**src/rtl/seqdet_pkg.sv**
```systemverilog
// seqdet shared definitions: default pattern and
// parameter legality helper.
package seqdet_pkg;

  localparam int unsigned DEFAULT_PAT_LEN = 4;
  localparam logic [3:0]  DEFAULT_PATTERN = 4'b1011;

  function automatic bit pat_len_ok(
    input int unsigned len
  );
    return (len >= 2) && (len <= 16);
  endfunction

endpackage

```
**src/rtl/seqdet.sv**
```systemverilog
// seqdet: serial sync-word spotter, one registered
// pulse per occurrence of PATTERN in the bit stream.
module seqdet
  import seqdet_pkg::*;
#(
  parameter int unsigned        PAT_LEN = DEFAULT_PAT_LEN,
  parameter logic [PAT_LEN-1:0] PATTERN = DEFAULT_PATTERN,
  parameter bit                 OVERLAP = 1'b1
) (
  input  logic clk,
  input  logic reset,
  input  logic in,
  output logic out
);

  if (!pat_len_ok(PAT_LEN)) begin : g_bad_len
    $error("seqdet: PAT_LEN must be in 2..16");
  end

  localparam int unsigned CW = $clog2(PAT_LEN + 1);
  localparam logic [CW-1:0] FULL = CW'(PAT_LEN);

  logic [PAT_LEN-1:0] hist_q, hist_d;
  logic [CW-1:0]      fill_q, fill_d, fill_inc;
  logic               out_q;
  logic               match;
  logic               hist_unused;

  // oldest bit falls off the top; the compare uses the shifted value
  assign hist_unused = hist_q[PAT_LEN-1];

  always_comb begin
    hist_d   = {hist_q[PAT_LEN-2:0], in};
    fill_inc = (fill_q == FULL) ? fill_q
                                : fill_q + 1'b1;
    match    = (fill_inc == FULL) && (hist_d == PATTERN);
    fill_d   = (match && !OVERLAP) ? '0 : fill_inc;
  end

  always_ff @(posedge clk or negedge reset) begin
    if (!reset) begin
      hist_q <= '0;
      fill_q <= '0;
      out_q  <= 1'b0;
    end else begin
      hist_q <= hist_d;
      fill_q <= fill_d;
      out_q  <= match;
    end
  end

  assign out = out_q;

endmodule

```
**config.mk**
```make
export PLATFORM = sky130hd
export DESIGN_NAME = seqdet
export DESIGN_NICKNAME = d
export VERILOG_FILES = /design/src/rtl/seqdet_pkg.sv /design/src/rtl/seqdet.sv
export SDC_FILE = /design/constraint.sdc
export NUM_CORES = 1
export LEC_CHECK = 0
export CAP_MARGIN = 20
export CORE_AREA = 5 5 42 44
export DETAILED_ROUTE_END_ITERATION = 10
export DIE_AREA = 0 0 47 49
export GPL_TIMING_DRIVEN = 1
export REMOVE_ABC_BUFFERS = 1
export SETUP_SLACK_MARGIN = 0.02
export SLEW_MARGIN = 5
export SYNTH_ARGS = -nofsm -noshare
export SYNTH_HDL_FRONTEND = slang
export SYNTH_SLANG_ARGS = --single-unit
```
**constraint.sdc**
```tcl
create_clock -name clk -period 1.3 [get_ports clk]
set_input_delay 0.26 -clock clk [delete_from_list [all_inputs] [get_ports clk]]
set_output_delay 0.26 -clock clk [all_outputs]
set_load 0.01 [all_outputs]
```
; Word-level counts from Yosys, hierarchy flattened
; Index checks and enable logic that the tools add are counted.
[totals]
elab_cells = 9
out_inout_bits = 1
regBits = 7
input_bits = 3
[classes]
mux = 1
eq_ne = 3
add_sub_neg = 1
reduce_logical = 1
[ops]
columns = operator, n
row1 = == test 3 bit (second input constant), 2
row2 = == test 4 bit (second input constant), 1
row3 = adder 3 x 1 -> 3 bit (second input constant), 1
row4 = two-way mux 3 bit, 1
row5 = logical AND 1 bit, 1

; Logic depth before layout (Yosys ltp)
[depth]
word_depth = 4
depth_mapped = 5
depth_no_buf = 5

; Worst setup path before layout
; Ideal clock, no wire load.
[synth_timing]
path_kind = reg2reg
startpoint = reg fill_q[0]
endpoint = reg out_q (netlist: out)
path_buffers = 0
setup_time_ns = 0.096
stages_incl_launch_ff = 6
arrival_ns = 1.123
required_time_ns = 1.204
setup_slack_ns = 0.081
period_less_slack_ns = 1.219
path_cell_list = dfrtp_1 > inv_2 > ha_1 > nor4bb_1 > nand2_1 > nor4_2
[synth_via]
elab_chain_len = 4
elab_cells_between_ends = 5
classes_between = 1 x add/sub / 2 x eq/ne / 1 x mux / 1 x reduce/logical
[synth_lines]
columns = item, line
row1 = start: declaration, seqdet.sv:24  ; logic [CW-1:0] fill_q, fill_d, fill_inc;
row2 = start signal: assignment, seqdet.sv:47  ; fill_q <= fill_d;
row3 = adder 3 x 1 -> 3 bit or == test 3 bit (tied branches), "seqdet.sv:35, seqdet.sv:34"
row4 = two-way mux 3 bit *, seqdet.sv:34  ; fill_inc = (fill_q == FULL) ? fill_q
row5 = named net fill_d[1], seqdet.sv:24
row6 = == test 3 bit *, seqdet.sv:36  ; match = (fill_inc == FULL) && (hist_d == PATTERN);
row7 = logical AND 1 bit *, seqdet.sv:36
row8 = named net match, seqdet.sv:26  ; logic match;
row9 = end signal: assignment, seqdet.sv:48  ; out_q <= match;
row10 = end: declaration, seqdet.sv:25  ; logic out_q;
; Mark *: on every way through the listed nets, which the timed path passes. The rest lies on a longest branch.

; Final worst setup path
; Ends and elaborated chain as after synthesis.

==> reports/results.ini <==
[job]
drv_cap=0

[global_routing]
antenna_found_initial=0
grt_pass1_wl_um=669
grt_pass1_vias=192
grt_max_degree=8
grt_remaining_overflow=0
groute.usage.overall_pct=4.75

[drt]
wl_per_cell_um=10.3
via_per_inst=4.16
first_pass_iters=4
drtIter0Drc=5
drc=0
finalWirelength_um=462
routed-via-count=187
antenna_left=0

[cts]
worstSkewPairLatency_ps=250
ctsHoldBuffers=0
cts_tree=built
numClockSinks=7
path_clk_slew_ps=50
clk_path_buf_depth=2
numCtsBuffers=3
htreeDepth=1
cts_root_buffer=clkbuf_4

[finish]
stdcell_count=45
area_growth_pct=41.2
seqCellArea_um2=175
layout.nets=35
multi_input_area_um2=100
final_area_um2=373
antenna_cells=0
drive_gt1_share_pct=37.9
nFillCells=152

[logic_synthesis]
ys_types=10
yosys_warnings=0
ys_ff_latch=7
ys_seq_area_share_pct=66.4
synth.cell_area_um2=264
syn-instance-count=20
avgSynthCellArea_um2=13.2

[sta]
worstMarginPinSlew_ps=305
finalHoldViolations=0
setup_viol=1
fin_worst_skew_ps=5.85
slew_headroom_pct=79.6
period_share_pct=106
worst_slack_ps=-83.6
fmax_ghz=0.723
slew_viol_final=0
rsz0062_at_grt=yes
finalSetupTns_ps=-83.6
period_needed_ps=1380

[placed_design]
placed_cells=39
placed_area_um2=314
io_buffers=3
gp_congestion=0.521
dp.final_hpwl_um=319

[critical_path]
start_kind=flip-flop
critical-path-max-stage-delay_ps=390
path_cells=inv_2, ha_4, nor4bb_2, nand2_1, nor4_2
arrival_ps=1530
crit_type=flip-flop to flip-flop
worstPathRequired_ps=1450
crit_fanout=2
end_kind=flip-flop
crit_path_top_delay_cell=dfrtp_1

[floorplanning]
io_pins=4
core_um2=1400
initial_core_util_pct=18.8
dieArea_um2=2300
die_x_um=47
fp-row-count=14
die_y_um=49

[power]
ir_worst_vdd_mv=0.562
finalPower_w=0.000433
p_leak_nw=0.170
cellPowerDensity_nw_per_um2=1160

[min_path]
worstHoldPathType=input pin to async pin

[outcome]
status=complete, but fails checks
violations=setup timing

sequential cells by signal, indices dropped and copies added (netlist names):
name	flops
fill_q	3
hist_q	3
out	1
power breakdown:
| part | switching, W | internal, W |
|---|---|---|
| clock network | 0.0000749 | 0.000117 |
| registers | 0.00000241 | 0.000224 |
| logic | 0.00000609 | 0.00000886 |
per-layer routing:
metal / vias to the layer above / track usage (%) / routed length, um
met2: 11 / 6.79 / 235
li1: 83 / - / -
met5: - / 0 / 0
met3: 4 / 5.54 / 62
met4: 0 / 4.15 / 17
met1: 89 / 2.92 / 147
worst paths after layout:
kind | startpoint | end | slack, ps | depth (start not counted)
setup / recovery | fill_q[0]$_DFF_PN0_ | out$_DFF_PN0_ | -80 | 5
hold / removal | reset | fill_q[2]$_DFF_PN0_ | 260 | 1
setup reg to reg | fill_q[0]$_DFF_PN0_ | out$_DFF_PN0_ | -80 | 5
hold reg to reg | hist_q[0]$_DFF_PN0_ | hist_q[1]$_DFF_PN0_ | 380 | 0
max in group asynchronous | reset | hist_q[2]$_DFF_PN0_ | 800 | 1
min in group clk | hist_q[0]$_DFF_PN0_ | hist_q[1]$_DFF_PN0_ | 380 | 0
critical path, delay by kind of cell (launching register included):
| family | cells | cell delay (ps) |
|---|---|---|
| simple gates | 3 | 600 |
| fa+ha+maj | 1 | 200 |
| buf+inv | 1 | 90 |
| flops | 1 | 390 |
repair_timing:
action,CTS,global route
resized for setup,1,3
endpoints found under the setup margin,2,1
hold endpoints to repair,0,0
setup buffers,0,2
pin swaps,1,4
area by class of cell:
type,instances,area share [%]
clock buffer,4,7.05
tap,16,5.37
timing repair buffer,5,11.7
sequential,7,47.0
inverter,2,2.01
multi-input combinational,11,26.8
cells by family (layout without fill, tap and decap cells):
kind of cell / count (synthesis) / count (layout) / synth area share (%)
XOR/XNOR: 1 / 1 / 3.32
adder cells (fa/ha/maj): 2 / 2 / 9.48
buffers and inverters: 2 / 11 / 2.84
flip-flops: 7 / 7 / 66.4
AND/OR/NAND/NOR: 8 / 8 / 18.0
stage by stage:
stage,setup slack (ps),hold slack (ps),util [%]
2_1_floorplan,81.4,-35.6,-
4_1_cts,-57.6,266,24.2
3_5_place_dp,-72.2,371,22.4
6_report,-83.6,263,26.6
5_1_grt,-133,282,26.6
3_3_place_gp,-33.3,358,22.4
cells in the mapped netlist (all sizes together):
library cell	count	area (um2)
dfrtp	7	175
ha	2	25.0
inv	2	7.50
nand2	3	13.8
nor2	3	11.3
nor4	1	12.5
nor4bb	1	10.0
xnor2	1	8.76
cells in the final DEF, fill, tap and decap left out, drive strengths merged:
master         Yosys  routed
dfrtp              7       7
clkbuf             0       4
nor2               3       3
nand2              3       3
inv                2       2
clkdlybuf4s50      0       2
buf                0       2
ha                 2       2
xnor2              1       1
nor4bb             1       1
nor4               1       1
dlygate4sd2        0       1
Power figures use the tool's default switching activity.
